===== config.mk =====
export PLATFORM = sky130hd
export DESIGN_NAME = multicycle_control_flat
export DESIGN_NICKNAME = d
export VERILOG_FILES = /design/src/rtl/multicycle_control_if.sv /design/src/rtl/multicycle_control.sv /design/src/flat_wrapper.sv
export SDC_FILE = /design/constraint.sdc
export NUM_CORES = 1
export LEC_CHECK = 0
export ABC_AREA = 0
export CORE_MARGIN = 8
export CORE_UTILIZATION = 45
export DETAILED_ROUTE_END_ITERATION = 10
export PLACE_DENSITY = 0.75
export REMOVE_ABC_BUFFERS = 1
export SLEW_MARGIN = 5
export SYNTH_ARGS = -nofsm -noshare
export SYNTH_HDL_FRONTEND = slang
export SYNTH_SLANG_ARGS = --single-unit

===== constraint.sdc =====
create_clock -name clk -period 3.5 [get_ports clk]
set_input_delay 0.7 -clock clk [delete_from_list [all_inputs] [get_ports clk]]
set_output_delay 0.7 -clock clk [all_outputs]
set_load 0.03 [all_outputs]

===== src/rtl/multicycle_control_if.sv =====
// multicycle_control_if: opcode/handshake inputs and control outputs between the controller and the datapath
interface multicycle_control_if #(
   parameter int OPCODE_W = 7,
   parameter int ALUOP_W  = 2,
   parameter int CNT_W    = 32
);
   logic [OPCODE_W-1:0] opcode;
   logic                mem_ready;
   logic                zero;
   logic                pc_en;
   logic                ir_write;
   logic                iord;
   logic                mem_read;
   logic                mem_write;
   logic                reg_write;
   logic [1:0]          wb_sel;
   logic [1:0]          alu_src_a;
   logic [1:0]          alu_src_b;
   logic [ALUOP_W-1:0]  alu_op;
   logic                pc_source;
   logic                illegal_instr;
   logic [CNT_W-1:0]    retired_cnt;
   modport master (
      output opcode, mem_ready, zero,
      input  pc_en, ir_write, iord, mem_read, mem_write, reg_write, wb_sel,
             alu_src_a, alu_src_b, alu_op, pc_source, illegal_instr, retired_cnt
   );
   modport slave (
      input  opcode, mem_ready, zero,
      output pc_en, ir_write, iord, mem_read, mem_write, reg_write, wb_sel,
             alu_src_a, alu_src_b, alu_op, pc_source, illegal_instr, retired_cnt
   );
endinterface


===== src/rtl/multicycle_control.sv =====
// multicycle_control: Moore FSM sequencing RV64I instructions through fetch/decode/execute/memory/writeback
module multicycle_control #(
   parameter int OPCODE_W = 7,
   parameter int ALUOP_W  = 2,
   parameter int CNT_W    = 32
) (
   input logic                 clk,
   input logic                 reset,
   multicycle_control_if.slave bus
);
   typedef enum logic [3:0] {
      S_FETCH, S_DECODE, S_EXEC_R, S_EXEC_I, S_ALU_WB, S_MEM_ADDR,
      S_MEM_RD, S_MEM_WB, S_MEM_WR, S_BRANCH, S_JAL, S_ILLEGAL
   } state_t;
   localparam logic [OPCODE_W-1:0] OP_R   = OPCODE_W'(7'b0110011);
   localparam logic [OPCODE_W-1:0] OP_I   = OPCODE_W'(7'b0010011);
   localparam logic [OPCODE_W-1:0] OP_LD  = OPCODE_W'(7'b0000011);
   localparam logic [OPCODE_W-1:0] OP_SD  = OPCODE_W'(7'b0100011);
   localparam logic [OPCODE_W-1:0] OP_BR  = OPCODE_W'(7'b1100011);
   localparam logic [OPCODE_W-1:0] OP_JAL = OPCODE_W'(7'b1101111);
   state_t           r_state, w_next, w_dec;
   logic [CNT_W-1:0] r_cnt;
   logic             w_retire;
   assign w_dec = bus.opcode == OP_R                          ? S_EXEC_R   :
                  bus.opcode == OP_I                          ? S_EXEC_I   :
                  (bus.opcode == OP_LD || bus.opcode == OP_SD) ? S_MEM_ADDR :
                  bus.opcode == OP_BR                         ? S_BRANCH   :
                  bus.opcode == OP_JAL                        ? S_JAL      : S_ILLEGAL;
   // a store retires only on the cycle its write completes
   assign w_retire = r_state == S_ALU_WB || r_state == S_MEM_WB || r_state == S_BRANCH ||
                     r_state == S_JAL || (r_state == S_MEM_WR && bus.mem_ready);
   assign bus.retired_cnt = r_cnt;
   always_ff @(posedge clk) begin
      if (reset) begin
         r_state <= S_FETCH;
         r_cnt   <= '0;
      end else begin
         r_state <= w_next;
         if (w_retire) r_cnt <= r_cnt + CNT_W'(1);
      end
   end
   // outputs are gated by reset so an in-flight memory access drops immediately
   always_comb begin
      w_next            = r_state;
      bus.pc_en         = 1'b0;
      bus.ir_write      = 1'b0;
      bus.iord          = 1'b0;
      bus.mem_read      = 1'b0;
      bus.mem_write     = 1'b0;
      bus.reg_write     = 1'b0;
      bus.wb_sel        = 2'b00;
      bus.alu_src_a     = 2'b00;
      bus.alu_src_b     = 2'b00;
      bus.alu_op        = '0;
      bus.pc_source     = 1'b0;
      bus.illegal_instr = 1'b0;
      if (!reset)
         case (r_state)
            S_FETCH: begin
               bus.mem_read  = 1'b1;
               bus.alu_src_b = 2'b01;
               bus.ir_write  = bus.mem_ready;
               bus.pc_en     = bus.mem_ready;
               w_next        = bus.mem_ready ? S_DECODE : S_FETCH;
            end
            S_DECODE: begin
               bus.alu_src_a = 2'b10;
               bus.alu_src_b = 2'b11;
               w_next        = w_dec;
            end
            S_EXEC_R: begin
               bus.alu_src_a = 2'b01;
               bus.alu_op    = ALUOP_W'(2'b10);
               w_next        = S_ALU_WB;
            end
            S_EXEC_I: begin
               bus.alu_src_a = 2'b01;
               bus.alu_src_b = 2'b10;
               bus.alu_op    = ALUOP_W'(2'b11);
               w_next        = S_ALU_WB;
            end
            S_ALU_WB: begin
               bus.reg_write = 1'b1;
               w_next        = S_FETCH;
            end
            S_MEM_ADDR: begin
               bus.alu_src_a = 2'b01;
               bus.alu_src_b = 2'b10;
               w_next        = bus.opcode == OP_LD ? S_MEM_RD : S_MEM_WR;
            end
            S_MEM_RD: begin
               bus.iord     = 1'b1;
               bus.mem_read = 1'b1;
               w_next       = bus.mem_ready ? S_MEM_WB : S_MEM_RD;
            end
            S_MEM_WB: begin
               bus.reg_write = 1'b1;
               bus.wb_sel    = 2'b01;
               w_next        = S_FETCH;
            end
            S_MEM_WR: begin
               bus.iord      = 1'b1;
               bus.mem_write = 1'b1;
               w_next        = bus.mem_ready ? S_FETCH : S_MEM_WR;
            end
            S_BRANCH: begin
               bus.alu_src_a = 2'b01;
               bus.alu_op    = ALUOP_W'(2'b01);
               bus.pc_source = 1'b1;
               bus.pc_en     = bus.zero;
               w_next        = S_FETCH;
            end
            S_JAL: begin
               bus.pc_en     = 1'b1;
               bus.pc_source = 1'b1;
               bus.reg_write = 1'b1;
               bus.wb_sel    = 2'b10;
               w_next        = S_FETCH;
            end
            S_ILLEGAL: begin
               bus.illegal_instr = 1'b1;
               w_next            = S_FETCH;
            end
            default: w_next = S_FETCH;
         endcase
   end
endmodule


===== src/flat_wrapper.sv =====
// flat-port wrapper written by rule: the top's interface ports become plain ports
module multicycle_control_flat 
#(
   parameter int OPCODE_W = 7,
   parameter int ALUOP_W  = 2,
   parameter int CNT_W    = 32
)
  (clk, reset, bus_opcode, bus_mem_ready, bus_zero, bus_pc_en, bus_ir_write, bus_iord, bus_mem_read, bus_mem_write, bus_reg_write, bus_wb_sel, bus_alu_src_a, bus_alu_src_b, bus_alu_op, bus_pc_source, bus_illegal_instr, bus_retired_cnt);
  multicycle_control_if #(.OPCODE_W(OPCODE_W), .ALUOP_W(ALUOP_W), .CNT_W(CNT_W)) bus_i ();
  input logic clk;
  input logic reset;
  input wire logic [$bits(bus_i.opcode)-1:0] bus_opcode;
  input wire logic [$bits(bus_i.mem_ready)-1:0] bus_mem_ready;
  input wire logic [$bits(bus_i.zero)-1:0] bus_zero;
  output wire logic [$bits(bus_i.pc_en)-1:0] bus_pc_en;
  output wire logic [$bits(bus_i.ir_write)-1:0] bus_ir_write;
  output wire logic [$bits(bus_i.iord)-1:0] bus_iord;
  output wire logic [$bits(bus_i.mem_read)-1:0] bus_mem_read;
  output wire logic [$bits(bus_i.mem_write)-1:0] bus_mem_write;
  output wire logic [$bits(bus_i.reg_write)-1:0] bus_reg_write;
  output wire logic [$bits(bus_i.wb_sel)-1:0] bus_wb_sel;
  output wire logic [$bits(bus_i.alu_src_a)-1:0] bus_alu_src_a;
  output wire logic [$bits(bus_i.alu_src_b)-1:0] bus_alu_src_b;
  output wire logic [$bits(bus_i.alu_op)-1:0] bus_alu_op;
  output wire logic [$bits(bus_i.pc_source)-1:0] bus_pc_source;
  output wire logic [$bits(bus_i.illegal_instr)-1:0] bus_illegal_instr;
  output wire logic [$bits(bus_i.retired_cnt)-1:0] bus_retired_cnt;
  assign bus_i.opcode = bus_opcode;
  assign bus_i.mem_ready = bus_mem_ready;
  assign bus_i.zero = bus_zero;
  assign bus_pc_en = bus_i.pc_en;
  assign bus_ir_write = bus_i.ir_write;
  assign bus_iord = bus_i.iord;
  assign bus_mem_read = bus_i.mem_read;
  assign bus_mem_write = bus_i.mem_write;
  assign bus_reg_write = bus_i.reg_write;
  assign bus_wb_sel = bus_i.wb_sel;
  assign bus_alu_src_a = bus_i.alu_src_a;
  assign bus_alu_src_b = bus_i.alu_src_b;
  assign bus_alu_op = bus_i.alu_op;
  assign bus_pc_source = bus_i.pc_source;
  assign bus_illegal_instr = bus_i.illegal_instr;
  assign bus_retired_cnt = bus_i.retired_cnt;
  multicycle_control #(.OPCODE_W(OPCODE_W), .ALUOP_W(ALUOP_W), .CNT_W(CNT_W)) u_core (.clk(clk), .reset(reset), .bus(bus_i));
endmodule

After elaboration in Yosys (flattened, before gate mapping)
Index checks and enable logic that the tools add are counted.
W data, S select, Z words.
{"block": "totals", "register_bits": 36, "inputBits": 11, "output_inout_bits": 48}
{"block": "op_classes", "addsub": 1, "eq_ne": 17, "n_mux": 34, "n_reduce_logical": 14}
{"operator": "$add A32 B1 Y32 const B", "n": 1}
{"operator": "$mux W4", "n": 6}
{"operator": "$pmux W4 S6", "n": 1}
{"operator": "$mux W1", "n": 18}
{"operator": "$eq A4 B3 Y1 const B", "n": 4}
{"operator": "$eq A4 B4 Y1 const B", "n": 4}
{"operator": "$eq A7 B6 Y1 const B", "n": 2}
{"operator": "$eq A7 B7 Y1 const B", "n": 2}
{"operator": "$pmux W2 S3", "n": 2}
{"operator": "$reduce_or A2 Y1", "n": 5}
{"operator": "$eq A4 B2 Y1 const B", "n": 2}
{"operator": "$mux W2", "n": 4}
{"operator": "$pmux W2 S2", "n": 2}
{"operator": "$eq A7 B2 Y1 const B", "n": 1}
{"operator": "$eq A7 B5 Y1 const B", "n": 1}
{"operator": "$logic_or A1 B1 Y1", "n": 5}
{"operator": "$eq A4 B1 Y1 const B", "n": 1}
{"operator": "$logic_not A4 Y1", "n": 1}
{"operator": "$reduce_or A4 Y1", "n": 1}
{"operator": "$pmux W1 S3", "n": 1}
{"operator": "$reduce_or A3 Y1", "n": 1}
{"operator": "$logic_and A1 B1 Y1", "n": 1}

Longest topological paths before layout
Gate-level depths: netlist (run 1).
{"block": "depth", "depth_word": 7, "depth_mapped": 8, "ltp_nobuf": 6}

Worst setup path before layout (run 1)
Ideal clock, no wire load.
{"block": "synth_path", "kind": "input -> output", "from": "in reset", "to": "out bus_alu_src_b[1]", "t_arrival_ns": 2.456, "required_time_ns": 2.800, "path_slack_ns": 0.344, "path_stages": 2, "cell_sequence": "clkbuf_1 -> a2111oi_0"}
{"block": "synth_via", "elab_chain_cells": 1}
{"item": "start: declaration", "line": "flat_wrapper.sv:11", "rtl": "input logic reset;"}
{"item": "$mux W2", "line": "multicycle_control.sv:57", "rtl": "if (!reset)"}
{"item": "end: declaration", "line": "flat_wrapper.sv:23", "rtl": "output wire logic [$bits(bus_i.alu_src_b)-1:0] bus_alu_src_b;"}
Every way passes these cells.

Worst setup path in the final report (run 1)
{"block": "layout_path", "from": "reg u_core.r_state[3]", "to": "out bus_alu_src_a[0]"}
{"block": "layout_via", "elab_chain_cells": 4, "word_cells_on_any_way": 8}
{"item": "start: declaration", "line": "multicycle_control.sv:21", "rtl": "state_t r_state, w_next, w_dec;"}
{"item": "start signal: assignment", "line": "multicycle_control.sv:38", "rtl": "r_state <= w_next;"}
{"item": "$eq A4 B2 Y1, or another cell as far along", "line": "multicycle_control.sv:58", "rtl": "case (r_state)"}
{"item": "$reduce_or A4 Y1 (no source line)"}
{"item": "$pmux W2 S2 (*)", "line": "multicycle_control.sv:58"}
{"item": "$mux W2 (*)", "line": "multicycle_control.sv:57"}
{"item": "end: declaration", "line": "flat_wrapper.sv:22", "rtl": "output wire logic [$bits(bus_i.alu_src_a)-1:0] bus_alu_src_a;"}
Mark *: on every way between the ends. The rest lies on a longest branch, timed or not.

==> out/summary.txt, run 1 <==
status: finished clean
sequential share of the synthesized area: 33.35%
antenna fix cells: 0
worst min path class: reg2reg
first-pass iteration count of the detailed router: 4
# hold bufs at CTS: 0
Fin. Hold Viols: 0
Total Wirelength: 5776 um
non-filler instance count after layout: 382
Resized Gates After CTS: 0
Final nets: 339
Initial Utilization: 46.05%
CP max FO: 20
most used routing layer: met2
Fmax: 336.7 MHz
I/O Buffers: 58
Post-Synthesis Cells: 278
clock sinks: 36
DP Wirelength: 4034 um
Worst Path Required: 2.80 ns
Die W: 85.30 um
CTS tree: yes
Total Die Area: 7275 um2
most used flip-flop cell after synthesis: dfxtp_1
WHS: 0.4957 ns
vias in the first global route: 2,070
Detail Route Antenna Nets: 0
R2R setup slack: 0.91 ns
overall routing resource usage: 15.52%
FF/Latch Area: 720.7 um2
fin. max-slew vios: 0
routed length per placed instance: 15.12 um
Placed Cells: 374
die span in y: 85.30 um
critical path type: reg2out
most frequent cells in the layout: clkdlybuf4s50_1, a21oi_1, dfxtp_1, nor2_1, nand2_1
FILL cells: 436
Leak: 0.8792 nW
num ports: 59
first-pass GRT wire length: 9535 um
share of layout cells above drive strength 1: 12.20%
setup_tns: 0 ns
Tmin final: 2.970 ns
most common cell after layout, fill and taps aside: clkdlybuf4s50_1
Vias: 2,292
GR Util met2: 26.28%
initial antenna violation count: 0
CTS buffer count: 5
Synth async-reset ratio: 0%
met1 usage: 18.59%
area of the multi-input gates: 1304 um2
Congestion Overflow GR: 0
largest net degree at the start of global routing: 30
post-CTS setup buffer count: 0
DRT iter0 DRCs: 136
FF+latch count, synth: 36
number of enable flip-flop cells after synthesis: 0
YS warnings: 0
Root Buffer Master: clkbuf_8
final critical-path share of the clock period: 84.86%
Clock Path Buffers: 2
P&R area growth vs syn: 30.75%
setup repair after global routing missed its margin: false
Max rail drop VDD: 0.0002577 V
CTS clock-pin slew for the worst setup and hold paths: 0.08 ns
crit path capture type: primary output
Remaining DRCs: 0
Final Power: 1.014 mW
Max H-tree Level: 2
Netlist cell types: 53
core area: 4692 um2
M3 GR Usage: 4.440%
Max-Cap Viols: 0
Clock Skews: 0.01127 ns
WP data arrival: 2.27 ns
# rows: 25
Avg Cell Area, Syn: 7.773 um2
gpl congestion: 0.8106
final-report setup violation count: 0
Mapped Area: 2161 um2
Avg Vias per Cell: 6.000
Skew-Pair Late Insertion Delay: 0.29 ns
worst-margin pin slew: 1.098 ns
pwr/cell area: 358.8 nW/um2
Critical Path Source Type: flip-flop
Max-Slew Margin vs Limit: 26.72%
==> final cells by class <==
class                      count  area share (%)
inverter                      10           1.329
sequential                    36           25.51
timing repair buffer          63           20.81
clock inverter                 2           1.240
tap                           54           2.391
clock buffer                   6           2.569
multi-input combinational    211           46.15
==> worst paths after layout <==
check,from,end,cells after the start
worst max-delay path,u_core.r_state[3]$_SDFF_PP0_,bus_alu_src_a[0],5
worst min-delay path,u_core.bus.retired_cnt[15]$_SDFFE_PP0P_,u_core.bus.retired_cnt[15]$_SDFFE_PP0P_,2
worst max register to register,u_core.r_state[3]$_SDFF_PP0_,u_core.bus.retired_cnt[31]$_SDFFE_PP0P_,5
worst min register to register,u_core.bus.retired_cnt[15]$_SDFFE_PP0P_,u_core.bus.retired_cnt[15]$_SDFFE_PP0P_,2
==> synthesized netlist by cell type, types with 2 or more instances <==
cell type | count | area, um2
o21ai_0 | 11 | 55.05
nor3_1 | 8 | 40.04
nor2_1 | 23 | 86.33
or3_1 | 6 | 37.54
nand3_1 | 11 | 55.05
mux2_2 | 2 | 22.52
dfxtp_1 | 36 | 720.7
buf_6 | 2 | 22.52
nor2b_1 | 3 | 18.77
xnor2_1 | 4 | 35.03
nor3b_1 | 2 | 15.01
and2b_1 | 2 | 15.01
a31oi_1 | 2 | 12.51
clkbuf_1 | 11 | 41.29
nand2b_1 | 3 | 18.77
a2111oi_0 | 2 | 17.52
nor4_1 | 5 | 31.28
o31ai_1 | 19 | 142.6
inv_1 | 10 | 37.54
a21oi_1 | 36 | 180.2
nand4_1 | 6 | 37.54
nand2_1 | 20 | 75.07
buf_2 | 5 | 25.02
and4_4 | 2 | 22.52
or4_1 | 19 | 142.6
==> power breakdown <==
| part | total [mW] | leakage, nW | internal (mW) | switching, mW |
|---|---|---|---|---|
| Combinational | 0.208 | 0.534 | 0.0855 | 0.122 |
| Sequential | 0.444 | 0.290 | 0.419 | 0.0253 |
| Clock | 0.362 | 0.0552 | 0.211 | 0.151 |
==> per-stage QoR <==
stage	util [%]	setup slack (ns)	area, um2
2_1_floorplan	-	0.4995	2056
3_3_place_gp	57.92	0.6300	2718
3_5_place_dp	57.92	0.6258	2718
4_1_cts	60.21	0.5118	2825
5_1_grt	60.21	0.4067	2825
6_report	60.21	0.5298	2825
==> flip-flops by register name (all words and copies together) (netlist names) <==
name / cells
u_core.r_state: 4
u_core.bus.retired_cnt: 32
==> layer usage <==
layer,up-vias,wire length [um]
met5,-,0
met4,0,66
met3,5,274
met2,39,2814
met1,1101,2620
li1,1147,-
==> cells by family after synthesis <==
kind of cell | synth area share (%)
XOR/XNOR | 1.621
buffers and inverters | 6.601
adder cells (fa/ha/maj) | 0.5789
AO/OA/AOI/OAI | 23.62
flip-flops | 33.35
multiplexers | 1.505
AND/OR/NAND/NOR | 32.72
==> worst max-delay path, stage by stage (launching register included) <==
cell and delay, ns:
dfxtp_1 0.69, and2b_1 0.32, o21a_1 0.20, a21oi_1 0.13, nor2_1 0.05, clkdlybuf4s50_1 0.59
No activity file was read; power rests on OpenSTA's default activity.
==> inputs of run 2 (changes only) <==
clock period = 3.05 ns   (was 3.5 ns; I/O delays follow)
==> out/summary.txt, run 2 (synthesized netlist as in run 1, its figures left out) <==
Final WS setup: 0.1550 ns
Final Util: 60.77%
gpl congestion: 0.8492
CP max FO: 16
hold path startpoint: u_core.bus.retired_cnt[15]$_SDFFE_PP0P_
crit path capture type: primary output
CTS clock-pin slew for the worst setup and hold paths: 0.07 ns
pwr/cell area: 426.3 nW/um2
Die W: 85.30 um
Critical Path Source Type: flip-flop
Max H-tree Level: 2
clock sinks: 36
worst min path class: reg2reg
CTS tree: yes
first-pass iteration count of the detailed router: 4
DRT iter0 DRCs: 197
I/O Buffers: 58
status: finished clean
dpl ws: 0.2566 ns
Pint: 0.8698 mW
core area: 4692 um2
worst-margin pin slew: 1.049 ns
Slowest-stage cell, CP: dfxtp_1
P&R area growth vs syn: 31.96%
FF/Latch Area: 720.7 um2
worst reg2reg path depth: 5
crit path cell chain: inv_1 -> nor3_1 -> a21oi_1 -> nor2_1 -> clkdlybuf4s50_1
vias in the first global route: 2,144
CTS buffer count: 5
post-CTS setup buffer count: 0
Total Die Area: 7275 um2
Root Buffer Master: clkbuf_8
Sequential Power Share: 42.0%
Skew-Pair Late Insertion Delay: 0.29 ns
# hold bufs at CTS: 0
endpoint of the worst register-to-register path: u_core.bus.retired_cnt[31]$_SDFFE_PP0P_
GR Util met2: 26.42%
Congestion Overflow GR: 0
most common cell after layout, fill and taps aside: clkdlybuf4s50_1
# rows: 25
M3 GR Usage: 4.923%
Sw Share: 28.45%
setup_tns: 0 ns
Clk pwr share: 38.0%
Resized Gates After CTS: 0
Hold Path End: u_core.bus.retired_cnt[15]$_SDFFE_PP0P_
overall routing resource usage: 15.94%
most used routing layer: met2
WHS: 0.4952 ns
Crit Reg-Reg Startpoint: u_core.r_state[0]$_SDFF_PP0_
critical path type: reg2out
Max-Cap Viols: 0
Worst Path Required: 2.44 ns
CP peak stage delay: 0.69 ns
DP Wirelength: 3992 um
fin. max-slew vios: 0
Vias: 2,300
Clock Skews: 0.007758 ns
setup repair after global routing missed its margin: false
final critical-path share of the clock period: 94.92%
num ports: 59
antenna fix cells: 0
area of the multi-input gates: 1304 um2
final-report setup violation count: 0
Initial Utilization: 46.05%
Comb pwr share: 20.0%
first-pass GRT wire length: 9763 um
Remaining DRCs: 0
Max rail drop VDD: 0.0002595 V
launch point of the worst path: u_core.r_state[1]$_SDFF_PP0_
initial antenna violation count: 0
sw power: 0.3458 mW
largest net degree at the start of global routing: 30
Avg Vias per Cell: 6.005
WP data arrival: 2.28 ns
most frequent cells in the layout: clkdlybuf4s50_1, a21oi_1, dfxtp_1, nor2_1, nand2_1
Fmax: 345.4 MHz
met1 usage: 19.32%
Leak: 0.8938 nW
R2R setup slack: 0.50 ns
Largest register FFs: 32
FILL cells: 424
Final nets: 340
routed length per placed instance: 14.97 um
Max-Slew Margin vs Limit: 29.98%
Fin. Hold Viols: 0
hold path cells: 2
Clock Path Buffers: 2
Total Wirelength: 5733 um
share of layout cells above drive strength 1: 12.77%
Tmin final: 2.895 ns
die span in y: 85.30 um
Detail Route Antenna Nets: 0
==> run 2: changes by cell type in the layout (fill, tap and decap cells not counted) <==
cell	change
clkbuf_1	-1
buf_4	+1
clkbuf_8	+2
clkinv_2	-1
==> run 2: final cells by class <==
class                      count  share of cell area [%]
sequential                    36                   25.27
tap                           54                   2.369
clock inverter                 1                   1.053
multi-input combinational    211                   45.72
clock buffer                   7                   3.379
timing repair buffer          64                   20.89
inverter                      10                   1.316
==> run 2: power groups by stage <==
stage,Sequential (mW),Clock [mW],Combinational [mW]
final,0.511,0.462,0.243
after floorplan,0.528,0,0.134
after global placement,0.521,0,0.242
after detailed placement,0.521,0,0.242
after CTS,0.510,0.469,0.243
after global routing,0.513,0.493,0.263
==> run 2: worst max-delay path, delay by kind of cell, from the launching register on <==
kind | cells | cell delay [ns]
and+or+nand+nor | 2 | 0.33
AOI/OAI and AO/OA | 1 | 0.06
buffers and inverters | 2 | 0.91
DFF | 1 | 0.69
==> run 2: routing by layer <==
metal,vias to the layer above,part of all wire [%]
met4,0,0.80
met3,5,6.1
met2,60,48
li1,1148,-
met5,-,0
met1,1087,45
==> run 2: worst max path at each step <==
| stage | endpoint | slack [ns] | depth (start not counted) |
|---|---|---|---|
| 6_report | bus_alu_src_a[0] | 0.16 | 5 |
| 4_1_cts | bus_alu_src_a[0] | 0.16 | 5 |
| 3_3_place_gp | bus_ir_write | 0.37 | 4 |
| 2_1_floorplan | bus_alu_src_b[1] | 0.14 | 2 |
| 3_5_place_dp | u_core.bus.retired_cnt[31]$_SDFFE_PP0P_ | 0.26 | 6 |
| 5_1_grt | bus_alu_src_a[0] | 0.01 | 5 |
==> run 2: stage by stage <==
stage          power [mW]  cell area [um2]  std cells
2_1_floorplan      0.6621             2056        257
3_3_place_gp       0.7625             2725        375
3_5_place_dp       0.7629             2725        375
4_1_cts             1.222             2851        383
5_1_grt             1.270             2851        383
6_report            1.216             2851        383
==> inputs of run 3 (changes only) <==
CAP_MARGIN = 20   (was not set)
==> out/summary.txt, run 3 (synthesized netlist as in run 1, its figures left out) <==
sw power: 0.3446 mW
final critical-path share of the clock period: 95.27%
dpl ws: 0.2566 ns
DP Wirelength: 3992 um
Initial Utilization: 46.05%
Clock Path Buffers: 2
Sw Share: 28.38%
vias in the first global route: 2,144
Max H-tree Level: 2
FILL cells: 423
I/O Buffers: 58
hold path cells: 2
# hold bufs at CTS: 0
initial antenna violation count: 0
Leak: 0.9014 nW
status: finished clean
CTS clock-pin slew for the worst setup and hold paths: 0.07 ns
most frequent cells in the layout: clkdlybuf4s50_1, a21oi_1, dfxtp_1, nor2_1, nand2_1
setup repair after global routing missed its margin: false
Max rail drop VDD: 0.0002599 V
Max-Cap Viols: 0
Resized Gates After CTS: 0
largest net degree at the start of global routing: 30
crit path capture type: primary output
Total Wirelength: 5795 um
Comb pwr share: 20.0%
Final WS setup: 0.1442 ns
Clk pwr share: 37.9%
CTS buffer count: 5
Total Die Area: 7275 um2
Avg Vias per Cell: 6.013
# rows: 25
post-CTS setup buffer count: 0
Sequential Power Share: 42.1%
final-report setup violation count: 0
Detail Route Antenna Nets: 0
Critical Path Source Type: flip-flop
Worst Path Required: 2.44 ns
WP data arrival: 2.30 ns
Final nets: 341
hold path startpoint: u_core.bus.retired_cnt[15]$_SDFFE_PP0P_
P&R area growth vs syn: 32.66%
fin. max-slew vios: 0
CTS tree: yes
Crit Reg-Reg Startpoint: u_core.r_state[1]$_SDFF_PP0_
Remaining DRCs: 0
Fin. Hold Viols: 0
routed length per placed instance: 15.09 um
Tmin final: 2.906 ns
endpoint of the worst register-to-register path: u_core.bus.retired_cnt[10]$_SDFFE_PP0P_
num ports: 59
Clock Skews: 0.006993 ns
Die W: 85.30 um
Fmax: 344.1 MHz
critical path type: reg2out
Skew-Pair Late Insertion Delay: 0.29 ns
die span in y: 85.30 um
Pint: 0.8698 mW
worst reg2reg path depth: 6
setup_tns: 0 ns
Largest register FFs: 32
core area: 4692 um2
most common cell after layout, fill and taps aside: clkdlybuf4s50_1
Max-Slew Margin vs Limit: 60.30%
worst min path class: reg2reg
Hold Path End: u_core.bus.retired_cnt[15]$_SDFFE_PP0P_
Congestion Overflow GR: 0
Root Buffer Master: clkbuf_8
gpl congestion: 0.8492
share of layout cells above drive strength 1: 13.03%
pwr/cell area: 423.7 nW/um2
R2R setup slack: 0.67 ns
first-pass iteration count of the detailed router: 4
first-pass GRT wire length: 9763 um
Vias: 2,309
antenna fix cells: 0
CP max FO: 16
clock sinks: 36
overall routing resource usage: 15.94%
DRT iter0 DRCs: 161
worst-margin pin slew: 0.5946 ns
run 3: cell type report:
cell class | instances | area [um2] | share of cell area, %
inverters | 10 | 37.54 | 1.309
flip-flops and latches | 36 | 720.7 | 25.14
multi-input cells | 211 | 1304 | 45.48
repair buffers | 65 | 610.6 | 21.30
well taps | 54 | 67.56 | 2.357
clock inverters | 1 | 30.03 | 1.048
clock buffers | 7 | 96.34 | 3.361
run 3: how the worst max path moves through the flow:
stage                                            start                                       to  slack (ns)  depth (start not counted)
after floorplan           u_core.r_state[0]$_SDFF_PP0_                         bus_alu_src_b[1]        0.14                          2
after global placement                           reset                             bus_ir_write        0.37                          4
after global routing      u_core.r_state[1]$_SDFF_PP0_                         bus_alu_src_a[0]        0.01                          5
final                     u_core.r_state[1]$_SDFF_PP0_                         bus_alu_src_a[0]        0.14                          5
after detailed placement                 bus_mem_ready  u_core.bus.retired_cnt[31]$_SDFFE_PP0P_        0.26                          6
after CTS                 u_core.r_state[1]$_SDFF_PP0_                         bus_alu_src_a[0]        0.16                          5
run 3: per-stage QoR:
stage	power [mW]	hold WS [ns]	area (um2)	std cells	util, %
2_1_floorplan	0.6621	0.6040	2056	257	-
3_3_place_gp	0.7625	0.4747	2725	375	58.08
3_5_place_dp	0.7629	0.4846	2725	375	58.08
4_1_cts	1.222	0.4961	2851	383	60.77
5_1_grt	1.270	0.5278	2867	384	61.09
6_report	1.214	0.4960	2867	384	61.09
run 3: critical path: stages (launching register included):
cell and delay [ns]:
dfxtp_1 0.70, inv_1 0.23, nor3_1 0.23, a21oi_1 0.06
nor2_1 0.10, clkdlybuf4s50_1 0.68
run 3: power by group through the flow:
stage	clock network (mW)	registers, mW	logic [mW]
after detailed placement	0	0.521	0.242
after global routing	0.493	0.513	0.264
after floorplan	0	0.528	0.134
after CTS	0.469	0.510	0.243
final	0.460	0.511	0.243
after global placement	0	0.521	0.242
run 3: layer usage:
metal / track usage [%] / vias up / routed length (um) / share of wire (%)
li1: - / 1157 / - / -
met4: 4.459 / 0 / 46 / 0.79
met5: 0 / - / 0 / 0
met3: 4.923 / 5 / 359 / 6.2
met2: 26.42 / 63 / 2787 / 48
met1: 19.32 / 1084 / 2603 / 45
